## config.mk

```make
export PLATFORM = sky130hd
export DESIGN_NAME = vga_sprite_renderer
export DESIGN_NICKNAME = d
export VERILOG_FILES = /design/src/rtl/vga_sprite_renderer.sv
export SDC_FILE = /design/constraint.sdc
export NUM_CORES = 1
export LEC_CHECK = 0
export BUFFER_PORTS_ARGS = -buffer_cell sky130_fd_sc_hd__buf_2
export CORE_MARGIN = 2
export CORE_UTILIZATION = 64
export CTS_CLUSTER_SIZE = 24
export DETAILED_ROUTE_END_ITERATION = 12
export PLACE_DENSITY_LB_ADDON = 0.25
export SLEW_MARGIN = 20
export SYNTH_ARGS = -nofsm -noshare
export SYNTH_HDL_FRONTEND = slang
export SYNTH_SLANG_ARGS = --single-unit
export TNS_END_PERCENT = 100
```

## constraint.sdc

```tcl
create_clock -name i_Clk -period 6.9 [get_ports i_Clk]
set_input_delay 0.69 -clock i_Clk [delete_from_list [all_inputs] [get_ports i_Clk]]
set_output_delay 0.69 -clock i_Clk [all_outputs]
set_load 0.05 [all_outputs]
```

## src/rtl/vga_sprite_renderer.sv

```systemverilog
// VGA timing generator with a fixed-priority multi-sprite compositor.
// Sprite state is double-buffered at frame boundaries; pins lag the scan counters by two clocks.
module vga_sprite_renderer #(
   parameter int NUM_SPRITES    = 4,
   parameter int TILE_SIZE      = 32,
   parameter int COLOR_BITS     = 3,
   parameter int H_VISIBLE_AREA = 640,
   parameter int V_VISIBLE_AREA = 480,
   parameter int H_TOTAL        = 800,
   parameter int V_TOTAL        = 525,
   parameter int H_FRONT_PORCH  = 16,
   parameter int H_SYNC_PULSE   = 96,
   parameter int V_FRONT_PORCH  = 10,
   parameter int V_SYNC_PULSE   = 2
) (
   input  logic                                i_Clk,
   input  logic                                i_Rst_L,
   input  logic [10*NUM_SPRITES-1:0]           i_Sprite_X,
   input  logic [10*NUM_SPRITES-1:0]           i_Sprite_Y,
   input  logic [3*COLOR_BITS*NUM_SPRITES-1:0] i_Sprite_Color,
   input  logic [NUM_SPRITES-1:0]              i_Sprite_Enable,
   input  logic [3*COLOR_BITS-1:0]             i_Bg_Color,
   output logic                                o_VGA_HSync,
   output logic                                o_VGA_VSync,
   output logic [COLOR_BITS-1:0]               o_VGA_Red,
   output logic [COLOR_BITS-1:0]               o_VGA_Grn,
   output logic [COLOR_BITS-1:0]               o_VGA_Blu,
   output logic                                o_Frame_Start,
   output logic [NUM_SPRITES-1:0]              o_Collision
);

   localparam int PW = 3*COLOR_BITS;
   localparam int HW = $clog2(H_TOTAL);
   localparam int VW = $clog2(V_TOTAL);
   localparam int CW = 12;
   localparam logic [NUM_SPRITES-1:0] COLL_MASK = ~NUM_SPRITES'(1);

   logic [HW-1:0]               h_cnt;
   logic [VW-1:0]               v_cnt;
   logic                        h_last, v_last, frame_edge;
   logic [NUM_SPRITES-1:0]      en_sh;
   logic [10*NUM_SPRITES-1:0]   x_sh, y_sh;
   logic [PW*NUM_SPRITES-1:0]   col_sh;
   logic [NUM_SPRITES-1:0]      coll_acc;
   logic [CW-1:0]               h_ext, v_ext;
   logic [NUM_SPRITES-1:0]      hit;
   logic                        in_vis, hs_raw, vs_raw;
   logic [NUM_SPRITES-1:0]      hit_p1;
   logic                        vld_p1, hs_p1, vs_p1;
   logic [PW-1:0]               pix_p1;

   // Positions are widened before adding the tile so 10-bit inputs near 1023 cannot wrap.
   function automatic logic [CW-1:0] clamp_pos(input logic [9:0] pos, input logic [CW-1:0] limit);
      logic [CW-1:0] p;
      p = {{(CW-10){1'b0}}, pos};
      if (p + CW'(TILE_SIZE) > limit)
         return limit - CW'(TILE_SIZE);
      return p;
   endfunction

   assign h_last     = (h_cnt == HW'(H_TOTAL-1));
   assign v_last     = (v_cnt == VW'(V_TOTAL-1));
   assign frame_edge = h_last && v_last;

   always_ff @(posedge i_Clk or negedge i_Rst_L) begin
      if (!i_Rst_L) begin
         h_cnt         <= '0;
         v_cnt         <= '0;
         o_Frame_Start <= 1'b0;
         en_sh         <= '0;
         x_sh          <= '0;
         y_sh          <= '0;
         col_sh        <= '0;
         o_Collision   <= '0;
         coll_acc      <= '0;
      end else begin
         o_Frame_Start <= frame_edge;
         if (h_last) begin
            h_cnt <= '0;
            v_cnt <= v_last ? '0 : v_cnt + 1'b1;
         end else begin
            h_cnt <= h_cnt + 1'b1;
         end
         if (frame_edge) begin
            en_sh       <= i_Sprite_Enable;
            x_sh        <= i_Sprite_X;
            y_sh        <= i_Sprite_Y;
            col_sh      <= i_Sprite_Color;
            o_Collision <= coll_acc;
            coll_acc    <= '0;
         end else if (hit_p1[0]) begin
            coll_acc <= coll_acc | (hit_p1 & COLL_MASK);
         end
      end
   end

   // Stage 0: hit test of the current scan position against the shadowed sprites
   assign h_ext  = CW'(h_cnt);
   assign v_ext  = CW'(v_cnt);
   assign in_vis = (h_ext < CW'(H_VISIBLE_AREA)) && (v_ext < CW'(V_VISIBLE_AREA));
   assign hs_raw = !((h_ext >= CW'(H_VISIBLE_AREA+H_FRONT_PORCH)) &&
                     (h_ext <  CW'(H_VISIBLE_AREA+H_FRONT_PORCH+H_SYNC_PULSE)));
   assign vs_raw = !((v_ext >= CW'(V_VISIBLE_AREA+V_FRONT_PORCH)) &&
                     (v_ext <  CW'(V_VISIBLE_AREA+V_FRONT_PORCH+V_SYNC_PULSE)));

   always_comb begin
      logic [CW-1:0] xk, yk;
      hit = '0;
      xk  = '0;
      yk  = '0;
      for (int k = 0; k < NUM_SPRITES; k++) begin
         xk = clamp_pos(x_sh[10*k +: 10], CW'(H_VISIBLE_AREA));
         yk = clamp_pos(y_sh[10*k +: 10], CW'(V_VISIBLE_AREA));
         hit[k] = en_sh[k] && in_vis &&
                  (h_ext >= xk) && (h_ext < xk + CW'(TILE_SIZE)) &&
                  (v_ext >= yk) && (v_ext < yk + CW'(TILE_SIZE));
      end
   end

   // Stage 1: register hit vector, visibility and raw syncs
   always_ff @(posedge i_Clk or negedge i_Rst_L) begin
      if (!i_Rst_L) begin
         hit_p1 <= '0;
         vld_p1 <= 1'b0;
         hs_p1  <= 1'b1;
         vs_p1  <= 1'b1;
      end else begin
         hit_p1 <= hit;
         vld_p1 <= in_vis;
         hs_p1  <= hs_raw;
         vs_p1  <= vs_raw;
      end
   end

   always_comb begin
      pix_p1 = i_Bg_Color;
      for (int k = NUM_SPRITES-1; k >= 0; k--)
         if (hit_p1[k]) pix_p1 = col_sh[PW*k +: PW];
      if (!vld_p1) pix_p1 = '0;
   end

   // Stage 2: colour and syncs to the pins
   always_ff @(posedge i_Clk or negedge i_Rst_L) begin
      if (!i_Rst_L) begin
         o_VGA_Red   <= '0;
         o_VGA_Grn   <= '0;
         o_VGA_Blu   <= '0;
         o_VGA_HSync <= 1'b1;
         o_VGA_VSync <= 1'b1;
      end else begin
         {o_VGA_Red, o_VGA_Grn, o_VGA_Blu} <= pix_p1;
         o_VGA_HSync <= hs_p1;
         o_VGA_VSync <= vs_p1;
      end
   end

endmodule

```

# [Word level (Yosys, flattened, before mapping)]
# Index checks and enable logic that the tools add are counted.
[totals] register_bits=167 input_bits=131 out_inout_bits=16 elab_cells=129
[classes] n_addsub=18 magnitude_cmp=30 n_eq_ne=2 mux=33 n_bitwise=1 reduce_logical=27
[op_table] cell="2-to-1 mux 12 bit" n=16
[op_table] cell="adder 12 x 6 -> 12 bit, second input constant" n=8
[op_table] cell="greater-or-equal comparator 10 x 12 -> 1 bit" n=8
[op_table] cell="less-than comparator 10 x 12 -> 1 bit" n=8
[op_table] cell="adder 10 x 6 -> 11 bit, second input constant" n=8
[op_table] cell="2-to-1 mux 9 bit" n=5
[op_table] cell="greater-than comparator 11 x 10 -> 1 bit, second input constant" n=4
[op_table] cell="greater-than comparator 11 x 9 -> 1 bit, second input constant" n=4
[op_table] cell="logical AND 1 bit" n=24
[op_table] cell="adder 10 x 1 -> 10 bit, second input constant" n=2
[op_table] cell="equality test 10 bit, second input constant" n=2
[op_table] cell="less-than comparator 10 bit, second input constant" n=2
[op_table] cell="less-than comparator 10 x 9 -> 1 bit, second input constant" n=2
[op_table] cell="2-to-1 mux 10 bit" n=2
[op_table] cell="greater-or-equal comparator 10 bit, second input constant" n=1
[op_table] cell="greater-or-equal comparator 10 x 9 -> 1 bit, second input constant" n=1
[op_table] cell="2-to-1 mux 1 bit" n=8
[op_table] cell="2-to-1 mux 4 bit" n=2
[op_table] cell="OR 4 bit" n=1
[op_table] cell="zero test 1 bit" n=2
[op_table] cell="nonzero test 2 bit" n=1

# [Depth between registers and ports, before layout]
# Gate-level depths: netlist of the first run.
[depth] depth_word=9 ltp_mapped=19 depth_no_buf=19

# [Least setup slack after synthesis of the first run]
# OpenSTA, ideal clock, no wires.
[synth_timing] path_type="reg2reg" start="reg y_sh[15]" end="reg hit_p1[1]" setup_ns=0.099 t_arrival_ns=3.742 required_time_ns=6.801 slack_ns=3.058 path_stages_with_launch=18 path_buffers=0 synth_period_minus_slack_ns=3.842 path_cell_list="dfrtp_1 inv_1 ha_1 nor4_1 a21boi_0 a21o_1 o221a_2 o22ai_1 and2_1 ha_1 nand3_1 o21a_1 ha_1 nand4_1 nor3b_1 mux2_2 or4_1 a311oi_1"
[synth_between] elab_chain_len=7 word_cells_on_any_way=9 classes_between="2 x add/sub; 3 x order compare; 2 x mux; 2 x reduce/logical"
[synth_rtl] item="start: declaration" line="42" source="logic [10*NUM_SPRITES-1:0] x_sh, y_sh;"
[synth_rtl] item="start signal: assignment" line="87" source="y_sh <= i_Sprite_Y;"
[synth_rtl] item="adder 10 x 6 -> 11 bit" line="56" source="if (p + CW'(TILE_SIZE) > limit)"
[synth_rtl] item="greater-than comparator 11 x 9 -> 1 bit" line="56"
[synth_rtl] item="2-to-1 mux 1 bit" line="56"
[synth_rtl] item="2-to-1 mux 12 bit (*)" line="58" source="return p;"
[synth_rtl] item="adder 12 x 6 -> 12 bit / greater-or-equal comparator 10 x 12 -> 1 bit (equally long branches)" line="116" source="(v_ext >= yk) && (v_ext < yk + CW'(TILE_SIZE));"
[synth_rtl] item="less-than comparator 10 x 12 -> 1 bit / logical AND 1 bit (equally long branches)" line="116, 115"
[synth_rtl] item="logical AND 1 bit (*)" line="116"
[synth_rtl] item="net hit[1]" line="46" source="logic [NUM_SPRITES-1:0] hit;"
[synth_rtl] item="end signal: assignment" line="128" source="hit_p1 <= hit;"
[synth_rtl] item="end: declaration" line="48" source="logic [NUM_SPRITES-1:0] hit_p1;"
# The timed path passes the listed nets; every way through them passes the cells marked *.
# A chain may end at the register's enable or synchronous reset.

# [Final worst setup path of the first run]
# Same ends and word-level chain as after synthesis.

==> results.py, run 1 <==
metrics = {
    "die": {
        "die_y_microns": 139.2,
        "die-area_sq_mm": 0.01938,
        "core_area_sq_mm": 0.01796,
        "start_util_pct": 65.15,
        "rows": 49,
        "die_w_microns": 139.2,
        "io-pin-count": 147,
    },
    "cts": {
        "post-cts-setup-buffers": 0,
        "cts_buffers": 17,
        "clock_path_buffers": 2,
        "holdBufCountCts": 0,
        "cts_tree": "done",
        "htreeDepth": 4,
        "clockRootBuffer": "clkbuf_16",
        "clock_latency_ns": 0.44,
        "clkTransAtPathRegs_ns": 0.07,
        "cts_sinks": 165,
        "cts.repair.resized": 0,
    },
    "power": {
        "cellPowerDensity_mw_per_mm2": 156.7,
        "leakage_uw": 0.006218,
        "max-vdd-ir-drop_v": 0.0001965,
        "power_uw": 2029,
    },
    "sta": {
        "hold_violations": 0,
        "clock_skew_ns": 0.01174,
        "tightest_slew_ns": 0.9512,
        "fin_crit_ns": 4.328,
        "period_share_pct": 62.73,
        "slew_headroom_pct": 36.59,
        "final_max_slew_viol_count": 0,
        "fmax_mhz": 231.0,
        "whs_ns": 0.2855,
        "setup_tns_ns": 0,
        "finalSetupViolations": 0,
        "rsz0062_at_grt": "false",
    },
    "cells_and_area": {
        "multi_input_area_sq_mm": 0.007013,
        "fin_nets": 1507,
        "synthToLayoutAreaGrowth_pct": 10.64,
        "final_common_cell": "dfrtp_1",
        "drive_gt1_share_pct": 24.74,
        "n_antenna_cell": 0,
        "final_cell_mix": "dfrtp_1, buf_2, ha_1, nand2_1, mux2_4",
        "regArea_sq_mm": 0.004134,
        "fillers": 1317,
        "final_cells": 1478,
    },
    "worst_setup_path": {
        "rrSetupSlack_ns": 2.57,
        "start_kind": "register",
        "crit_slowest_cell": "or4_1",
        "crit_end": "hit_p1[1]$_DFF_PN0_",
        "crit_type": "register to register",
        "critPathMaxStageDelay_ns": 0.57,
        "arrival_ns": 4.67,
        "reg2reg_depth": 17,
        "crit_chain": "inv_1, ha_1, nor4_1, a21boi_0, a21o_1, o221a_2, o22ai_1, and2_1, ha_1, nand3_1, o21a_1, ha_1, nand4_1, nor3b_1, mux2_2, or4_1, a311oi_1",
        "crit_start": "y_sh[15]$_DFFE_PN0P_",
        "reg2reg_to": "hit_p1[1]$_DFF_PN0_",
        "endpoint_kind": "register",
        "path_buf_inv": 1,
        "cp_top_family": "compound AO/OA/AOI/OAI gates",
        "required_ns": 7.24,
        "cpMostUsedCell": "ha_1",
        "worstSetupPathDepth": 17,
        "r2r_start": "y_sh[15]$_DFFE_PN0P_",
        "worst-path-max-fanout": 9,
    },
    "flow_run": {
        "maxCapViolations": 0,
    },
    "synth": {
        "syn_avg_cell_area_sq_um": 10.51,
        "synth_flop_cell": "dfrtp_1",
        "syn_inst": 1113,
        "synth_top_family_by_area": "multiplexers",
        "synth_cell_types": 76,
        "ys_seq_area_share_pct": 35.33,
        "synth_simple_gate_area_share_pct": 14.97,
        "synth_edf_count": 0,
        "synth-async-reset-ratio_pct": 100.0,
        "syn_nets": 1384,
        "syn_area_sq_mm": 0.01170,
        "synth.area.mux_share_pct": 15.81,
        "ys_warn_count": 0,
        "ys_ff_latch": 165,
        "synthAdderAreaFrac_pct": 15.14,
        "synth_compound_area_share_pct": 12.03,
        "yosys.area_share.xor_xnor_pct": 1.946,
    },
    "status": {
        "status": "finished clean",
    },
    "routing": {
        "wire_per_inst_microns": 17.44,
        "ant_nets": 0,
        "vias_per_cell": 6.062,
        "drt_pass1_iterations": 5,
        "num_vias": 8959,
        "drc": 0,
        "totalWireLength_mm": 25.77,
        "drt-initial-drc-count": 576,
    },
    "placement": {
        "hpwl_mm": 18.52,
        "place_inst": 1446,
        "io_buffer_count": 145,
        "gp_congestion": 0.8860,
    },
    "hold_path": {
        "min_path_type": "input port to async pin",
    },
    "global_route": {
        "grt_antenna_before_repair": 0,
        "grt_pass1_wl_mm": 43.00,
        "grt_max_degree": 116,
        "first_global_vias": 9018,
        "grt_use_total_pct": 27.15,
        "grt_overflow": 0,
    },
}
==> cell families (layout without fill, tap and decap cells) <==
group	after synthesis	after routing
AND/OR/NAND/NOR	348	348
AO/OA/AOI/OAI	216	216
flip-flops	165	165
adder cells (fa/ha/maj)	142	142
multiplexers	133	133
buffers and inverters	82	218
XOR/XNOR	26	26
other	1	1
==> sequential cells by signal (all words and copies together), names as in the netlist <==
| register | cells |
|---|---|
| y_sh | 40 |
| o_VGA_Grn | 3 |
| col_sh | 36 |
| coll_acc | 3 |
| v_cnt | 10 |
| x_sh | 40 |
| vs_p1 | 1 |
| o_VGA_HSync | 1 |
| o_VGA_Blu | 3 |
| o_VGA_VSync | 1 |
| o_Frame_Start | 1 |
| hs_p1 | 1 |
| o_Collision | 3 |
| o_VGA_Red | 3 |
| en_sh | 4 |
| h_cnt | 10 |
| hit_p1 | 4 |
| vld_p1 | 1 |
==> metal layers <==
| layer | GRT usage, % | part of all wire, % |
|---|---|---|
| met5 | 0 | 0 |
| met4 | 9.410 | 2.7 |
| met3 | 4.990 | 4.5 |
| met2 | 45.56 | 48 |
| met1 | 35.54 | 44 |
==> worst min path at each step <==
stage,startpoint,slack [ns],endpoint
floorplan,hs_p1$_DFF_PN1_,0.35,o_VGA_HSync$_DFF_PN1_
global placement,hs_p1$_DFF_PN1_,0.35,o_VGA_HSync$_DFF_PN1_
detailed placement,vs_p1$_DFF_PN1_,0.35,o_VGA_VSync$_DFF_PN1_
CTS,i_Rst_L,0.34,col_sh[3]$_DFFE_PN0P_
global route,i_Rst_L,0.36,col_sh[3]$_DFFE_PN0P_
finish,i_Rst_L,0.29,o_VGA_Red[2]$_DFF_PN0_
==> metrics by stage <==
step                      util (%)  worst slack [ns]  instance area, sq um
final                        72.08             2.572                 12950
after global routing         72.08             2.196                 12950
after CTS                    72.08             2.585                 12950
after detailed placement     68.69             2.631                 12340
after global placement       68.69             2.779                 12340
after floorplan                  -             3.058                 11700
==> Yosys cell counts, types with 11 or more instances <==
cell type / instances / share of area [%]
nor2_1: 48 / 1.5
inv_1: 39 / 1.3
mux2i_1: 18 / 1.5
nor4_1: 14 / 0.75
ha_1: 140 / 15
nand2b_1: 16 / 0.86
nor3_1: 23 / 0.98
dfrtp_1: 161 / 34
nor2b_1: 11 / 0.59
xnor2_1: 13 / 0.97
buf_12: 11 / 1.9
nand3_1: 40 / 1.7
nand4_1: 14 / 0.75
nand2_1: 117 / 3.8
mux2_4: 100 / 13
clkbuf_1: 15 / 0.48
o21ai_0: 62 / 2.7
a211oi_1: 12 / 0.77
xor2_1: 13 / 0.97
a21oi_1: 39 / 1.7
and2_1: 23 / 1.2
a31oi_1: 17 / 0.91
==> cell type report <==
type                       instances  area share (%)
clock buffer                      17           3.286
tap                              229           2.213
inverter                          39           1.131
sequential                       165           31.93
multi-input combinational        866           54.17
timing repair buffer             147           5.866
clock inverter                    15           1.411
==> power breakdown <==
part / internal [uW] / switching [uW]
registers: 969 / 0.519
clock network: 522 / 458
logic: 33.2 / 46.3
Power figures use the tool's default switching activity.
==> inputs of run 2 (changes only) <==
Settings changed: ABC_AREA from default to 1, CORE_UTILIZATION 64 to 54.
Clock period 6.9 ns to 3.8 ns, I/O delays scaled along.
==> run 2 against run 1 <==
Against the previous run:
- register-to-register slack lost 2.1 ns
- non-clock buffer count rose by 5
- sequential share of layout area barely moved
- clock-buffer cell count is the same
- critical endpoint is now hit_p1[2]$_DFF_PN0_
- largest power group unchanged
==> results.py, run 2 <==
metrics = {
    "routing": {
        "drt_pass1_iterations": 5,
        "ant_nets": 0,
        "totalWireLength_mm": 26.95,
        "num_vias": 10020,
        "vias_per_cell": 5.211,
        "wire_per_inst_microns": 14.02,
        "drc": 0,
        "drt-initial-drc-count": 574,
    },
    "synth": {
        "synth_area_leaders": "dfrtp_1, nand2_1, ha_1, inv_1, a21oi_1",
        "synth_flop_cell": "dfrtp_1",
        "syn_inst": 1499,
        "ys_ff_latch": 165,
        "synth.most_common_cell": "nand2_1",
        "syn_avg_cell_area_sq_um": 7.648,
        "yosysTopAreaCellShare_pct": 35.14,
        "syn_nets": 1770,
        "ys_warn_count": 0,
        "synth_commonest_cells": "nand2_1, inv_1, dfrtp_1",
        "synth-async-reset-ratio_pct": 100.0,
        "synth_cell_types": 46,
        "yosysTopAreaCell": "dfrtp_1",
        "synth_edf_count": 0,
        "ys_seq_area_share_pct": 36.06,
        "syn_area_sq_mm": 0.01146,
    },
    "cts": {
        "clkTransAtPathRegs_ns": 0.08,
        "clock_latency_ns": 0.44,
        "cts_sinks": 165,
        "post-cts-setup-buffers": 0,
        "cts_tree": "done",
        "clockRootBuffer": "clkbuf_16",
        "cts.repair.resized": 0,
        "cts_buffers": 17,
        "clock_path_buffers": 2,
        "htreeDepth": 4,
    },
    "sta": {
        "fin_crit_ns": 3.306,
        "period_share_pct": 87.01,
        "slew_headroom_pct": 42.09,
        "rsz0062_at_grt": "false",
        "setup_tns_ns": 0,
        "fmax_mhz": 302.4,
        "hold_violations": 0,
        "tightest_slew_ns": 0.8687,
        "final_max_slew_viol_count": 0,
        "clock_skew_ns": 0.01319,
        "finalSetupViolations": 0,
        "worst_slack_ns": 0.4936,
    },
    "global_route": {
        "grt_pass1_wl_mm": 44.95,
        "first_global_vias": 9628,
        "grt_antenna_before_repair": 0,
        "grt_util_met1_pct": 34.21,
        "grt_overflow": 0,
        "top_usage_layer": "met2",
        "grt_max_degree": 77,
        "met3_usage_pct": 3.567,
        "gr-usage-met2_pct": 41.03,
        "grt_use_total_pct": 24.90,
    },
    "worst_setup_path": {
        "critPathMaxStageDelay_ns": 0.44,
        "start_kind": "register",
        "arrival_ns": 3.66,
        "required_ns": 4.16,
        "crit_type": "register to register",
        "crit_chain": "ha_1, nand2_1, inv_1, nand2_1, xor2_1, nor2_1, nand4_1, nand2_1, nand2_1, inv_1, nor2_1, inv_1, ha_1, xnor2_1, ha_1, nand2_1, nor2_1, nor3_1, o21ai_0, nor2_1, nand3_1, a21oi_1",
        "worst-path-max-fanout": 7,
        "crit_slowest_cell": "dfrtp_1",
        "cpMostUsedCell": "nand2_1",
        "endpoint_kind": "register",
    },
    "die": {
        "die_w_microns": 149.7,
        "start_util_pct": 54.71,
        "io-pin-count": 147,
        "die-area_sq_mm": 0.02241,
        "die_y_microns": 149.7,
        "core_area_sq_mm": 0.02096,
        "rows": 53,
    },
    "cells_and_area": {
        "fin_nets": 1906,
        "fillers": 1918,
        "drive_gt1_share_pct": 13.77,
        "final_cell_mix": "nand2_1, inv_1, dfrtp_1, buf_2, ha_1",
        "top_regs": "x_sh: 40 flops, y_sh: 40 flops, col_sh: 36 flops",
        "n_antenna_cell": 0,
        "regArea_sq_mm": 0.004134,
        "multi_input_area_sq_mm": 0.006357,
        "synthToLayoutAreaGrowth_pct": 12.92,
        "final_common_cell": "nand2_1",
    },
    "flow_run": {
        "maxCapViolations": 0,
    },
    "status": {
        "status": "finished clean",
    },
    "power": {
        "leakage_uw": 0.006744,
        "max-vdd-ir-drop_v": 0.0003135,
        "cellPowerDensity_mw_per_mm2": 284.7,
    },
    "placement": {
        "io_buffer_count": 145,
        "dp_slack_ns": 0.5118,
        "hpwl_mm": 19.81,
        "gp_congestion": 0.8960,
    },
    "hold_path": {
        "min_path_type": "input port to register",
    },
}
[run 2: cells by family (layout without fill, tap and decap cells)]
family	count (synthesis)	after routing	synth area share (%)
multiplexers	9	9	0.7858
XOR/XNOR	37	37	2.827
AO/OA/AOI/OAI	204	204	10.12
buffers and inverters	212	361	8.491
AND/OR/NAND/NOR	731	731	26.41
other	1	1	0.03271
adder cells (fa/ha/maj)	140	140	15.28
flip-flops	165	165	36.06
[run 2: final cells by class]
cell class,count,share of cell area (%)
multi-input cells,1122,49.11
flip-flops and latches,165,31.93
repair buffers,152,6.272
inverters,177,5.171
clock buffers,17,3.286
well taps,275,2.658
clock inverters,15,1.575
[run 2: final timing paths]
check	depth (start not counted)	startpoint	slack, ns	to
worst max-delay path	22	y_sh[26]$_DFFE_PN0P_	0.49	hit_p1[2]$_DFF_PN0_
worst min-delay path	3	i_Sprite_Y[24]	0.13	y_sh[24]$_DFFE_PN0P_
worst max register to register	22	y_sh[26]$_DFFE_PN0P_	0.49	hit_p1[2]$_DFF_PN0_
worst min register to register	0	hs_p1$_DFF_PN1_	0.36	o_VGA_HSync$_DFF_PN1_
max in group asynchronous	3	i_Rst_L	2.36	vs_p1$_DFF_PN1_
min in group asynchronous	2	i_Rst_L	0.52	x_sh[24]$_DFFE_PN0P_
[run 2: layer usage]
layer / routed length (microns) / share of wire (%) / vias up
li1: - / - / 5118
met1: 12630 / 47 / 4597
met2: 12350 / 46 / 270
met3: 1540 / 5.7 / 36
met4: 437 / 1.6 / 0
met5: 0 / 0 / -
[run 2: timing repair]
item,in CTS,in global routing
setup endpoints to repair,0,0
hold buffers,1,0
endpoints found under the hold margin,42,0
[run 2: report_power, final]
group | switching (uW) | leakage, uW | internal (uW)
clock network | 877 | 0.000301 | 902
logic | 85.4 | 0.00482 | 60.4
registers | 1.46 | 0.00162 | 1760
total | 964 | 0.00674 | 2720
[run 2: metrics by stage]
step	utilization, %	cells	hold WS [ns]	cell area [sq um]	power, uW
floorplan	-	1499	0.08441	11460	1829
global placement	58.73	1890	0.3457	12310	1943
detailed placement	58.73	1890	0.3472	12310	1944
CTS	61.78	1923	0.1199	12950	3723
global route	61.78	1923	0.1332	12950	3801
finish	61.78	1923	0.1316	12950	3686
[run 2: worst max-delay path: cells and delay by family, from the launching register on]
| family | cells | cell delay [ns] |
|---|---|---|
| buffers and inverters | 3 | 0.26 |
| XOR/XNOR | 2 | 0.34 |
| adder cells (fa/ha/maj) | 3 | 0.71 |
| AND/OR/NAND/NOR | 12 | 1.23 |
| AO/OA/AOI/OAI | 2 | 0.23 |
| flip-flops | 1 | 0.44 |
==> inputs of run 3 (changes only) <==
Settings changed: RECOVER_POWER from default to 25, SKIP_LAST_GASP from default to 1.
==> run 3 against run 2 <==
Against the previous run:
- the flow now finishes with violations (max-capacitance violations, max-slew violations)
- largest cell class unchanged
- highest routed layer unchanged
- power about the same
- maximum frequency barely moved
- critical path depth unchanged
- cell count unchanged
==> results.py, run 3 (synthesis gave the netlist of run 2 again) <==
metrics = {
    "worst_setup_path": {
        "required_ns": 4.15,
        "r2r_start": "y_sh[26]$_DFFE_PN0P_",
        "crit_type": "register to register",
        "arrival_ns": 3.66,
        "crit_start": "y_sh[26]$_DFFE_PN0P_",
        "endpoint_kind": "register",
        "start_kind": "register",
        "worst-path-max-fanout": 7,
    },
    "sta": {
        "tightest_slew_ns": 1.851,
        "period_share_pct": 87.02,
        "whs_ns": 0.1332,
        "final_max_slew_viol_count": 75,
        "fmax_mhz": 302.4,
        "slew_headroom_pct": -23.40,
        "setup_tns_ns": 0,
        "clock_skew_ns": 0.01251,
        "fin_crit_ns": 3.307,
        "hold_violations": 0,
        "rsz0062_at_grt": "false",
        "finalSetupViolations": 0,
    },
    "cts": {
        "cts.repair.resized": 0,
        "clock_path_buffers": 2,
        "cts_buffers": 17,
        "cts_sinks": 165,
        "clock_latency_ns": 0.44,
        "clkTransAtPathRegs_ns": 0.08,
        "htreeDepth": 4,
        "cts_tree": "done",
        "clockRootBuffer": "clkbuf_16",
    },
    "die": {
        "die_w_microns": 149.7,
        "rows": 53,
        "start_util_pct": 54.71,
        "core_area_sq_mm": 0.02096,
        "io-pin-count": 147,
        "die-area_sq_mm": 0.02241,
        "die_y_microns": 149.7,
    },
    "routing": {
        "vias_per_cell": 5.223,
        "wire_per_inst_microns": 14.03,
        "drt-initial-drc-count": 574,
        "ant_nets": 0,
        "totalWireLength_mm": 26.98,
        "num_vias": 10040,
        "drc": 0,
        "drt_pass1_iterations": 5,
    },
    "power": {
        "max-vdd-ir-drop_v": 0.0003126,
        "cellPowerDensity_mw_per_mm2": 285.0,
        "leakage_uw": 0.006704,
        "power_uw": 3683,
    },
    "global_route": {
        "grt_antenna_before_repair": 0,
        "grt_max_degree": 77,
        "grt_overflow": 0,
        "first_global_vias": 9628,
        "grt_use_total_pct": 24.90,
        "grt_pass1_wl_mm": 44.95,
    },
    "placement": {
        "gp_congestion": 0.8960,
        "place_area_sq_mm": 0.01231,
        "io_buffer_count": 145,
        "hpwl_mm": 19.81,
    },
    "cells_and_area": {
        "fin_area_sq_mm": 0.01292,
        "final_cell_mix": "nand2_1, inv_1, dfrtp_1, ha_1, buf_2",
        "synthToLayoutAreaGrowth_pct": 12.74,
        "utilization_pct": 61.68,
        "drive_gt1_share_pct": 13.05,
        "top_regs": "x_sh: 40 flops, y_sh: 40 flops, col_sh: 36 flops",
        "fillers": 1929,
        "final_common_cell": "nand2_1",
        "fin_nets": 1906,
        "n_antenna_cell": 0,
    },
    "hold_path": {
        "min_path_type": "input port to register",
        "hp-start": "i_Sprite_Y[24]",
    },
    "status": {
        "violations": "max-capacitance violations, max-slew violations",
        "status": "finished with violations",
    },
    "flow_run": {
        "maxCapViolations": 1,
    },
}
## run 3: cell type report
cell class | instances | area (sq um) | share of cell area [%]
Sequential cell | 165 | 4134 | 31.98
Clock buffer | 17 | 425.4 | 3.291
Clock inverter | 15 | 203.9 | 1.578
Inverter | 177 | 669.4 | 5.179
Timing Repair Buffer | 152 | 790.8 | 6.118
Tap cell | 275 | 344.1 | 2.662
Multi-Input combinational cell | 1122 | 6357 | 49.19
## run 3: worst max-delay path, cell delays in order (launching register included)
cell and delay (ns):
dfrtp_1 0.44, ha_1 0.22, nand2_1 0.09, inv_1 0.07, nand2_1 0.07, xor2_1 0.17, nor2_1 0.07, nand4_1 0.07
nand2_1 0.05, nand2_1 0.16, inv_1 0.13, nor2_1 0.16, inv_1 0.06, ha_1 0.23, xnor2_1 0.17, ha_1 0.26
nand2_1 0.09, nor2_1 0.05, nor3_1 0.12, o21ai_0 0.09, nor2_1 0.20, nand3_1 0.10, a21oi_1 0.14
## run 3: metrics by stage
step | instances | setup WS (ns)
floorplan | 1499 | 0.8817
global placement | 1890 | 0.5870
detailed placement | 1890 | 0.5118
CTS | 1923 | 0.4955
global route | 1923 | 0.07787
finish | 1923 | 0.4934
## run 3: power by group
group	switching [uW]	internal, uW	total [uW]
Combinational	85.4	58.4	144
Sequential	1.64	1760	1760
Clock	877	902	1780
## run 3: path summary, 6_finish.rpt
path | slack, ns | to | cells after the start
worst max-delay path | 0.49 | hit_p1[2]$_DFF_PN0_ | 22
worst min-delay path | 0.13 | y_sh[24]$_DFFE_PN0P_ | 3
worst max register to register | 0.49 | hit_p1[2]$_DFF_PN0_ | 22
worst min register to register | 0.36 | o_VGA_HSync$_DFF_PN1_ | 0
max in group asynchronous | 1.51 | vs_p1$_DFF_PN1_ | 3
min in group asynchronous | 0.98 | x_sh[24]$_DFFE_PN0P_ | 2
## run 3: layer usage
metal	GRT usage [%]	share of wire, %	up-vias
li1	-	-	5117
met1	34.21	47	4608
met2	41.03	46	285
met3	3.567	5.8	33
met4	7.453	1.6	0
met5	0	0	-
## run 3: what timing repair did
action                                  in CTS  in global routing
setup buffers                                0                  0
hold buffers                                 1                  0
endpoints found under the setup margin       0                  0
endpoints found under the hold margin       42                  0
